$ cat src/rtl/tx_arbiter.sv
// Round-robin arbiter that serialises one of four items per frame (head 1, item LSB first, trailer 0, one gap cycle).
// Head bit and ack appear one cycle after the grant edge; channel_busy only holds off new frames and never aborts one.
`ifndef PAYLOAD_SIZE
`define PAYLOAD_SIZE 8
`endif
`ifndef ADDR_SZ
`define ADDR_SZ 4
`endif

module tx_arbiter #(
  parameter int routerid = -1,
  parameter     port     = "unknown"
) (
  input  logic                                  clk,
  input  logic                                  reset,
  input  logic [3:0]                            req,
  input  logic [4*(`PAYLOAD_SIZE+`ADDR_SZ)-1:0] items,
  output logic [3:0]                            ack,
  input  logic                                  channel_busy,
  output logic                                  serial_out,
  output logic                                  busy
);

  localparam int W  = `PAYLOAD_SIZE + `ADDR_SZ;
  localparam int CW = $clog2(W + 2);

  typedef enum logic [1:0] {IDLE, SEND, GAP} state_t;

  state_t         state;
  logic [W+1:0]   shreg;
  logic [CW-1:0]  cnt;
  logic [1:0]     last_grant;
  logic [1:0]     cand;
  logic [1:0]     gnt_idx;
  logic           gnt_any;
  logic [W-1:0]   gnt_item;

  // Search starts just after the previous winner so every requester is served in turn.
  always_comb begin
    gnt_idx = last_grant;
    gnt_any = 1'b0;
    cand    = '0;
    for (int k = 1; k <= 4; k++) begin
      cand = last_grant + 2'(k);
      if (!gnt_any && req[cand]) begin
        gnt_any = 1'b1;
        gnt_idx = cand;
      end
    end
  end

  assign gnt_item = items[gnt_idx*W +: W];
  assign busy     = (state != IDLE);

  always_ff @(posedge clk) begin
    if (reset) begin
      state      <= IDLE;
      shreg      <= '0;
      cnt        <= '0;
      serial_out <= 1'b0;
      ack        <= '0;
      last_grant <= 2'd3;
    end else begin
      ack <= '0;
      case (state)
        // The gap cycle's closing edge may grant directly, giving W+3 grant-to-grant spacing.
        IDLE, GAP: begin
          if (gnt_any && !channel_busy) begin
            shreg      <= {1'b0, gnt_item, 1'b1};
            cnt        <= '0;
            serial_out <= 1'b1;
            ack        <= 4'b0001 << gnt_idx;
            last_grant <= gnt_idx;
            state      <= SEND;
          end else begin
            serial_out <= 1'b0;
            state      <= IDLE;
          end
        end
        SEND: begin
          if (cnt == CW'(W + 1)) begin
            state      <= GAP;
            serial_out <= 1'b0;
            shreg      <= '0;
            cnt        <= '0;
          end else begin
            shreg      <= shreg >> 1;
            serial_out <= shreg[1];
            cnt        <= cnt + 1'b1;
          end
        end
        default: begin
          state      <= IDLE;
          serial_out <= 1'b0;
        end
      endcase
    end
  end

endmodule

$ cat config.mk
export PLATFORM = sky130hd
export DESIGN_NAME = tx_arbiter
export DESIGN_NICKNAME = d
export VERILOG_FILES = /design/src/rtl/tx_arbiter.sv
export SDC_FILE = /design/constraint.sdc
export NUM_CORES = 1
export LEC_CHECK = 0
export CAP_MARGIN = 20
export CELL_PAD_IN_SITES_DETAIL_PLACEMENT = 0
export CELL_PAD_IN_SITES_GLOBAL_PLACEMENT = 2
export CORE_ASPECT_RATIO = 0.6
export CORE_MARGIN = 5
export CORE_UTILIZATION = 24
export CTS_BUF_LIST = sky130_fd_sc_hd__clkbuf_8
export CTS_CLUSTER_SIZE = 20
export DETAILED_ROUTE_END_ITERATION = 10
export HOLD_SLACK_MARGIN = 0.06
export PLACE_DENSITY = 0.86
export REMOVE_ABC_BUFFERS = 1
export SYNTH_ARGS = -nofsm -noshare
export SYNTH_HDL_FRONTEND = slang
export SYNTH_SLANG_ARGS = --single-unit
$ cat constraint.sdc
create_clock -name clk -period 2.04 [get_ports clk]
set_clock_uncertainty 0.2 [all_clocks]
set_input_delay 0.408 -clock clk [delete_from_list [all_inputs] [get_ports clk]]
set_output_delay 0.408 -clock clk [all_outputs]
set_load 0.02 [all_outputs]
==> results by group, run 1 <==
Outcome
  • Outcome: finished, violations left
  • Failing checks: negative setup slack

Hold path
  • Worst Hold Depth: 2
  • Hold Startpoint: shreg[1]$_SDFFE_PP0P_
  • Hold crit path type: reg2reg
  • Hold EP: serial_out$_SDFF_PP0_

GRT
  • Met2 Use GR: 21.04%
  • Gr usage total: 13.72%
  • Largest net degree at the start of global routing: 21
  • Met3 GRT Util: 3.015%
  • First-pass GRT wire length: 10570 um
  • Vias in the first global route: 2036
  • Congestion Overflow GR: 0
  • Met1 usage: 20.41%
  • Initial antenna violation count: 0
  • Most Crowded Layer GR: met2

Critical path
  • Critical Path Source Type: flop
  • Critical R2R Capture: shreg[5]$_SDFFE_PP0P_
  • Cell family with most CP delay: compound AO/OA/AOI/OAI gates
  • CP arrival: 2.01 ns
  • Kind of critical path: reg2reg
  • Critical R2R Launch: last_grant[0]$_SDFFE_PP1P_
  • WP buf/inv: 2
  • Crit-path cells: or2b_4, a21oi_4, buf_4, nor3_4, buf_4, a2111oi_2, a2111oi_2
  • Reg2Reg Depth: 7
  • Slowest-stage cell, CP: a2111oi_2
  • Worst path depth: 7
  • Critical Path Fanout Max: 6
  • Reg-to-reg setup timing slack: -0.02 ns
  • Critical Path RT: 1.99 ns
  • Critical path's largest stage delay: 0.41 ns
  • CP Capture Type: flop

Clock network
  • Clk_lat worst skew: 0.27 ns
  • CTS root buf: clkbuf_8
  • Reg clk slew, reported paths: 0.09 ns
  • CTS tree: yes
  • Total CTS buffers: 3
  • # clock sinks: 25
  • Hold_buf cts: 0
  • Htree depth: 1
  • CTS Buffer Depth: 2

Detailed routing
  • 1st-iter DRT viols: 143
  • Post-route ant nets: 0
  • DR vias: 2124
  • Avg WL per Cell: 17.26 um
  • Vias per inst: 5.193
  • Final wirelength: 7059 um
  • DRT Pass-1 Iters: 4
  • Detailed-route DRC error count: 0

Power and ir drop
  • Total Power: 1.706 mW
  • Pleak: 1.223 nW
  • Worst vdd ir: 0.0002829 V
  • PD cells: 540.4 nW/um2

STA
  • Max Freq: 484.9 MHz
  • Final setup vio count: 1
  • Slew headroom: 75.19%
  • Crit path time final: 2.062 ns
  • Tcrit/Tclk final: 101.1%
  • Tightest Pin Transition: 0.3710 ns
  • Setup ws final: -0.02225 ns
  • Final Max Slew Viols: 0
  • Fin. Hold Viols: 0
  • RSZ-0062 raised after global routing: true

Final layout
  • Util after Layout: 43.44%
  • Commonest non-fill, non-tap cell in the layout: clkdlybuf4s50_1
  • P&R area growth vs syn: 75.57%
  • Seq. cell area: 501.7 um2
  • Area of the multi-input gates: 1434 um2
  • FILL cells: 733
  • N_diodes: 0
  • Most frequent cells in the layout: 55 x clkdlybuf4s50_1, 32 x buf_4, 24 x dfxtp_1
  • Final Net Count: 363
  • Layout cell share with drive strength beyond 1: 30.16%

Floorplan
  • CORE AREA: 7267 um2
  • Die Wd: 121.7 um
  • Die height: 77.05 um
  • FP Rows: 24
  • I/O Pins: 61
  • Die Area: 9379 um2
  • Initial core utilization: 24.74%

Placed design
  • Detailed placer's ending HPWL: 4869 um
  • Port Buffer Count: 60
  • Gpl congestion: 0.7776
  • Dpl ws: -0.6603 ns

Yosys
  • Syn Std Cell Area: 1798 um2
  • Number of synthesized flops with an enable pin: 0
  • Yosys Warn Count: 0
  • FF+latch count, synth: 25
  • Post-synth ARST share: 0%
  • Post-synthesis cell type count: 43
  • Top_reg_cell synth: dfxtp_1
  • Mapped Avg Cell Area: 8.324 um2
  • Sequential element share of the synthesized area: 27.84%
  • Cells after synthesis: 216

Flow run
  • Number of max-cap violations: 0
-- worst reg2reg max path, stage by stage (launching register included) --
cell and delay (ns):
dfxtp_2 0.35, or2b_4 0.28, a21oi_4 0.18, buf_4 0.16, nor3_4 0.05, buf_4 0.18
a2111oi_2 0.42, a2111oi_2 0.12
-- per-layer routing --
metal  share of wire (%)  up-vias
li1                    -     1038
met1                  49     1018
met2                  46       64
met3                 4.5        4
met4                0.38        0
met5                   0        -
-- cell families (layout without fill, tap and decap cells) --
kind of cell	count (synthesis)	in the layout	synth area share, %
adders and majority gates	2	2	1.392
AOI/OAI and AO/OA	65	65	31.80
buffers and inverters	23	112	7.863
and+or+nand+nor	101	101	31.11
DFF	25	25	27.84
-- cell usage after synthesis (2+ instances only) --
master     count  area, um2
nor2_1        21      78.83
a2111oi_1     11      110.1
and3_1        15      93.84
a21oi_1        5      25.02
buf_6          2      22.52
dfxtp_1       25      500.5
buf_2          5      25.02
buf_4          3      22.52
nand2b_1       2      12.51
nor4_1        23      143.9
nor3b_1        2      15.01
ha_1           2      25.02
a31oi_1        2      12.51
or3_1          2      12.51
nand2_1       17      63.81
clkbuf_1      10      37.54
or2_2          2      12.51
nor3_1         2      10.01
buf_8          2      30.03
a2111oi_0     11      96.34
o311a_1       11      110.1
o21ai_0        5      25.02
nand3_1        6      30.03
o31a_1        11      96.34
-- how the worst max path moves through the flow --
stage,from,endpoint,slack (ns)
after floorplan,req[0],shreg[10]$_SDFFE_PP0P_,-0.64
after global placement,req[3],shreg[1]$_SDFFE_PP0P_,-0.65
after detailed placement,req[3],shreg[1]$_SDFFE_PP0P_,-0.66
after CTS,req[1],shreg[1]$_SDFFE_PP0P_,-0.03
after global routing,last_grant[0]$_SDFFE_PP1P_,shreg[5]$_SDFFE_PP0P_,-0.11
final,last_grant[0]$_SDFFE_PP1P_,shreg[5]$_SDFFE_PP0P_,-0.02
-- through the flow --
step | cell area [um2] | std cells | hold slack, ns | setup TNS (ns)
6_report | 3157 | 409 | 0.2763 | -0.02225
5_1_grt | 3157 | 409 | 0.2919 | -0.3617
4_1_cts | 2858 | 404 | 0.2790 | -0.03488
3_5_place_dp | 2695 | 397 | 0.2599 | -10.66
3_3_place_gp | 2695 | 397 | 0.2653 | -9.976
2_1_floorplan | 1660 | 194 | 0.2307 | -9.734
-- flip-flops by register name (all words and copies together) (netlist names) --
name,flops
serial_out,1
last_grant,2
cnt,4
shreg,12
ack,4
state,2
-- final cells by class --
class	instances	area share, %
Clock buffer	3	1.308
Clock inverter	1	0.1189
Inverter	1	0.1189
Multi-Input combinational cell	168	45.42
Sequential cell	25	15.89
Tap cell	104	4.122
Timing Repair Buffer	107	33.02
-- repair_timing --
| action | in CTS | in global routing |
|---|---|---|
| pin swaps | 11 | 13 |
| buffers inserted | 3 | 3 |
| setup endpoints to repair | 21 | 11 |
| gates resized for setup | 32 | 45 |
| cloned | 0 | 3 |
-- where the power goes --
group / switching [mW] / internal, mW / leakage, nW
clock: 0.166 / 0.135 / 0.0269
sequential: 0.0303 / 0.536 / 0.205
combinational: 0.394 / 0.445 / 0.991
total: 0.590 / 1.12 / 1.22
(Power assumes the default switching activity.)
==> inputs of run 2 (changes only) <==
Settings changed: RECOVER_POWER from default to 25.
==> run 2 against run 1 <==
  * The run still ends with negative setup slack left
  * Clock power is essentially flat
  * Sequential share of layout area about the same
  * Setup slack got worse by 0.0040 ns
  * Clock-buffer cell count unchanged
  * Cell count unchanged
  * Register-to-register slack barely moved
  * Global-route usage did not move
==> results by group, run 2 (synthesis gave the netlist of run 1 again) <==
GRT
  • Largest net degree at the start of global routing: 21
  • Met2 Use GR: 21.04%
  • Congestion Overflow GR: 0
  • Met3 GRT Util: 3.015%
  • Most Crowded Layer GR: met2
  • Gr usage total: 13.72%
  • First-pass GRT wire length: 10570 um
  • Vias in the first global route: 2036
  • Initial antenna violation count: 0
  • Met1 usage: 20.41%

Final layout
  • Final Net Count: 363
  • P&R area growth vs syn: 75.37%
  • Largest register FFs: 12
  • Top flop regs: shreg (12), ack (4), cnt (4)
  • Commonest non-fill, non-tap cell in the layout: clkdlybuf4s50_1
  • FILL cells: 735
  • Most frequent cells in the layout: 51 x clkdlybuf4s50_1, 31 x buf_4, 24 x dfxtp_1
  • Layout cell share with drive strength beyond 1: 29.84%
  • N_diodes: 0
  • Most flops, register: shreg

Clock network
  • Clk_lat worst skew: 0.27 ns
  • # clock sinks: 25
  • Reg clk slew, reported paths: 0.09 ns
  • CTS tree: yes
  • Total CTS buffers: 3
  • Htree depth: 1
  • CTS Buffer Depth: 2
  • CTS root buf: clkbuf_8

Power and ir drop
  • PD cells: 541.1 nW/um2
  • Worst vdd ir: 0.0002829 V
  • Clock power frac: 17.8%
  • Pleak: 1.230 nW
  • Seq pwr share: 33.2%
  • P_int: 1.113 mW
  • Combinational power share: 49.0%
  • Switching power: 0.5927 mW
  • Total Power: 1.706 mW
  • Switch share: 34.74%

Critical path
  • CP Capture Point: shreg[5]$_SDFFE_PP0P_
  • Kind of critical path: reg2reg
  • Critical path's largest stage delay: 0.41 ns
  • CP Capture Type: flop
  • Worst path depth: 7
  • Crit-path cells: or2b_4, a21oi_4, buf_4, nor3_4, buf_4, a2111oi_2, a2111oi_2
  • Critical R2R Launch: last_grant[0]$_SDFFE_PP1P_
  • Reg-to-reg setup timing slack: -0.03 ns
  • Crit path from: last_grant[0]$_SDFFE_PP1P_
  • Critical Path RT: 1.99 ns
  • Slowest-stage cell, CP: a2111oi_2
  • WP buf/inv: 2
  • Critical Path Source Type: flop
  • Critical Path Fanout Max: 6
  • Reg2Reg Depth: 7
  • Cell family with most CP delay: compound AO/OA/AOI/OAI gates
  • Critical R2R Capture: shreg[5]$_SDFFE_PP0P_
  • CP arrival: 2.02 ns

Detailed routing
  • Vias per inst: 5.191
  • DRT Pass-1 Iters: 4
  • Post-route ant nets: 0
  • Detailed-route DRC error count: 0
  • DR vias: 2123
  • Final wirelength: 7062 um
  • Avg WL per Cell: 17.27 um
  • 1st-iter DRT viols: 143

Floorplan
  • Die height: 77.05 um
  • Die Wd: 121.7 um
  • Initial core utilization: 24.74%
  • CORE AREA: 7267 um2
  • I/O Pins: 61
  • Die Area: 9379 um2
  • FP Rows: 24

STA
  • Setup ws final: -0.02622 ns
  • Tightest Pin Transition: 0.3757 ns
  • Slew headroom: 74.87%
  • Fin. Hold Viols: 0
  • RSZ-0062 raised after global routing: true
  • Final Max Slew Viols: 0
  • Crit path time final: 2.066 ns
  • Final setup vio count: 1
  • Hold WS: 0.2758 ns
  • Tcrit/Tclk final: 101.3%
  • Max Freq: 484.0 MHz
  • Post-route setup TNS: -0.02622 ns

Outcome
  • Failing checks: negative setup slack
  • Outcome: finished, violations left

Placed design
  • Gpl congestion: 0.7776
  • Port Buffer Count: 60
  • Detailed placer's ending HPWL: 4869 um

Hold path
  • Hold crit path type: reg2reg

Flow run
  • Number of max-cap violations: 0
-- run 2: changes by cell type in the layout (fill, tap and decap cells not counted) --
cell             before  now
buf_4                32   31
clkdlybuf4s50_1      55   51
clkbuf_1              0    1
dlygate4sd3_1         0    4
-- run 2: repair_timing --
action	4_1_cts	5_1_grt
gates resized for setup	32	45
buffers inserted	3	3
gates cloned	0	3
hold buffers	0	0
pin swaps	11	13
endpoints found under the setup margin	21	11
-- run 2: routing by layer --
| layer | vias to the layer above | share of wire, % |
|---|---|---|
| li1 | 1037 | - |
| met1 | 1020 | 49 |
| met2 | 62 | 46 |
| met3 | 4 | 4.4 |
| met4 | 0 | 0.38 |
| met5 | - | 0 |
-- run 2: worst min path at each step --
stage | startpoint | endpoint | slack [ns] | depth (start not counted)
3_5_place_dp | shreg[1]$_SDFFE_PP0P_ | serial_out$_SDFF_PP0_ | 0.26 | 2
6_report | shreg[1]$_SDFFE_PP0P_ | serial_out$_SDFF_PP0_ | 0.28 | 2
4_1_cts | shreg[1]$_SDFFE_PP0P_ | serial_out$_SDFF_PP0_ | 0.28 | 2
3_3_place_gp | shreg[1]$_SDFFE_PP0P_ | serial_out$_SDFF_PP0_ | 0.27 | 2
2_1_floorplan | shreg[1]$_SDFFE_PP0P_ | serial_out$_SDFF_PP0_ | 0.23 | 2
5_1_grt | shreg[1]$_SDFFE_PP0P_ | serial_out$_SDFF_PP0_ | 0.29 | 2
-- run 2: worst register-to-register path: stages, from the launching register on --
cell,delay [ns]
dfxtp_2,0.35
or2b_4,0.28
a21oi_4,0.18
buf_4,0.16
nor3_4,0.05
buf_4,0.18
a2111oi_2,0.42
a2111oi_2,0.12
-- run 2: cell type report --
| cell class | instances | area, um2 | area share, % |
|---|---|---|---|
| Timing Repair Buffer | 107 | 1039 | 32.94 |
| Multi-Input combinational cell | 168 | 1434 | 45.48 |
| Inverter | 1 | 3.754 | 0.1190 |
| Tap cell | 104 | 130.1 | 4.127 |
| Clock buffer | 3 | 41.29 | 1.310 |
| Sequential cell | 25 | 501.7 | 15.91 |
| Clock inverter | 1 | 3.754 | 0.1190 |
-- run 2: power groups by stage --
stage          Combinational [mW]  Clock [mW]  Sequential [mW]
5_1_grt                     0.894       0.336            0.572
6_report                    0.836       0.304            0.566
2_1_floorplan               0.301           0            0.574
3_5_place_dp                0.623           0            0.573
3_3_place_gp                0.620           0            0.572
4_1_cts                     0.683       0.307            0.563
-- run 2: stage by stage --
stage          cells  utilization (%)  worst slack, ns  area (um2)
2_1_floorplan    194                -          -0.6362        1660
5_1_grt          409            43.39          -0.1081        3153
6_report         409            43.39         -0.02622        3153
4_1_cts          404            39.33         -0.03488        2858
3_5_place_dp     397            37.09          -0.6603        2695
3_3_place_gp     397            37.09          -0.6546        2695
==> inputs of run 3 (changes only) <==
Settings changed: REMOVE_ABC_BUFFERS 1 to default.
==> run 3 against run 2 <==
  * Wire length is 2.3% higher
  * Cell area is 0.67% lower
  * Sequential share of layout area is 0.23 points higher
  * The run now ends clean
  * Non-clock buffer count is 9 higher
  * Cell count is 2.2% higher
  * Clock power is 1% higher
  * First-iteration DRC count is 10% higher
==> results by group, run 3 (synthesis gave the netlist of run 1 again) <==
Outcome
  • Outcome: finished, final reports clean

STA
  • Crit path time final: 2.007 ns
  • Final Max Slew Viols: 0
  • Tcrit/Tclk final: 98.39%
  • Tightest Pin Transition: 0.3808 ns
  • Slew headroom: 74.55%
  • Final setup vio count: 0
  • Max Freq: 498.2 MHz
  • Fin. Hold Viols: 0
  • Hold WS: 0.3085 ns
  • RSZ-0062 raised after global routing: true

Detailed routing
  • DR vias: 2171
  • DRT Pass-1 Iters: 4
  • Vias per inst: 5.194
  • Post-route ant nets: 0
  • 1st-iter DRT viols: 158
  • Detailed-route DRC error count: 0
  • Final wirelength: 7225 um
  • Avg WL per Cell: 17.28 um

Critical path
  • Critical Path Source Type: flop
  • Kind of critical path: reg2reg
  • Critical Path Fanout Max: 6
  • Critical Path RT: 2.01 ns
  • Crit path from: last_grant[0]$_SDFFE_PP1P_
  • Critical R2R Launch: last_grant[0]$_SDFFE_PP1P_
  • CP Capture Type: flop
  • CP arrival: 1.97 ns

Placed design
  • Detailed placer's ending HPWL: 5010 um
  • Gpl congestion: 0.8029
  • Port Buffer Count: 60

Floorplan
  • Die Area: 9379 um2
  • Die Wd: 121.7 um
  • Die height: 77.05 um
  • FP Rows: 24
  • Initial core utilization: 24.74%
  • CORE AREA: 7267 um2
  • I/O Pins: 61

Power and ir drop
  • Worst vdd ir: 0.0003040 V
  • Pleak: 1.259 nW
  • PD cells: 539.0 nW/um2
  • Total Power: 1.688 mW

Final layout
  • FILL cells: 724
  • N_diodes: 0
  • Most frequent cells in the layout: 53 x clkdlybuf4s50_1, 43 x buf_4, 23 x dfxtp_1
  • Util after Layout: 43.10%
  • Final Net Count: 372
  • Commonest non-fill, non-tap cell in the layout: clkdlybuf4s50_1
  • Most flops, register: shreg
  • P&R area growth vs syn: 74.18%
  • Layout cell share with drive strength beyond 1: 30.57%
  • Top flop regs: shreg (12), ack (4), cnt (4)
  • Largest register FFs: 12

Hold path
  • Hold Startpoint: cnt[3]$_SDFFE_PP0P_
  • Hold crit path type: reg2reg

Clock network
  • Clk_lat worst skew: 0.27 ns
  • Total CTS buffers: 3
  • Htree depth: 1
  • CTS tree: yes
  • CTS Buffer Depth: 2
  • Reg clk slew, reported paths: 0.10 ns
  • # clock sinks: 25
  • CTS root buf: clkbuf_8

GRT
  • First-pass GRT wire length: 10360 um
  • Largest net degree at the start of global routing: 35
  • Vias in the first global route: 2040
  • Initial antenna violation count: 0
  • Congestion Overflow GR: 0
  • Gr usage total: 13.54%

Yosys
  • Syn_nets: 273

Flow run
  • Number of max-cap violations: 0
==> run 3: changes by cell type in the layout (fill, tap and decap cells not counted), moves of 3 or more <==
| cell | previous run | this run |
|---|---|---|
| buf_4 | 31 | 43 |
| a2111oi_4 | 6 | 0 |
| nor4_2 | 5 | 8 |
| buf_6 | 8 | 3 |
| buf_12 | 2 | 6 |
| a2111oi_1 | 5 | 11 |
==> run 3: per-stage QoR <==
step / std cells / setup TNS (ns) / setup WS [ns] / instance area (um2)
after floorplan: 216 / 0 / 0.01671 / 1798
after global placement: 400 / -11.53 / -0.6763 / 2780
after detailed placement: 400 / -12.13 / -0.7322 / 2780
after CTS: 410 / -0.03665 / -0.03665 / 2917
after global routing: 418 / -0.3476 / -0.07173 / 3132
final: 418 / 0 / 0.03290 / 3132
==> run 3: critical path: stages, from the launching register on <==
cell and delay, ns:
dfxtp_4 0.37, buf_4 0.13, nor3b_4 0.15, buf_12 0.14
buf_4 0.14, buf_4 0.14, nor4_2 0.23, nor4_1 0.08
a2111oi_1 0.32
==> run 3: path summary, 6_finish.rpt <==
check	to	slack, ns	cells past startpoint
setup / recovery	shreg[1]$_SDFFE_PP0P_	0.03	8
hold / removal	cnt[3]$_SDFFE_PP0P_	0.31	1
setup reg to reg	shreg[1]$_SDFFE_PP0P_	0.03	8
hold reg to reg	cnt[3]$_SDFFE_PP0P_	0.31	1
==> run 3: cell type report <==
type / count / area (um2) / area share, %
timing repair buffer: 116 / 1135 / 36.24
clock inverter: 1 / 3.754 / 0.1199
sequential: 25 / 505.5 / 16.14
tap: 104 / 130.1 / 4.155
clock buffer: 3 / 41.29 / 1.318
multi-input combinational: 168 / 1313 / 41.91
inverter: 1 / 3.754 / 0.1199
==> run 3: power breakdown <==
part / switching (mW) / internal [mW] / leakage [nW]
registers: 0.0310 / 0.536 / 0.205
clock network: 0.173 / 0.135 / 0.0269
logic: 0.370 / 0.444 / 1.03
total: 0.573 / 1.11 / 1.26
==> run 3: timing repair <==
action / CTS / global route
gates resized for setup: 25 / 32
pin swaps: 8 / 13
setup endpoints to repair: 21 / 12
cloned: 0 / 4
hold buffers: 0 / 0
setup buffers: 6 / 4
==> run 3: per-layer routing <==
layer	global-route usage (%)	wire length [um]	up-vias
met4	1.230	0	0
met5	0	0	-
met2	19.33	3039	84
li1	-	-	1057
met1	20.73	3677	1030
met3	3.750	508	0
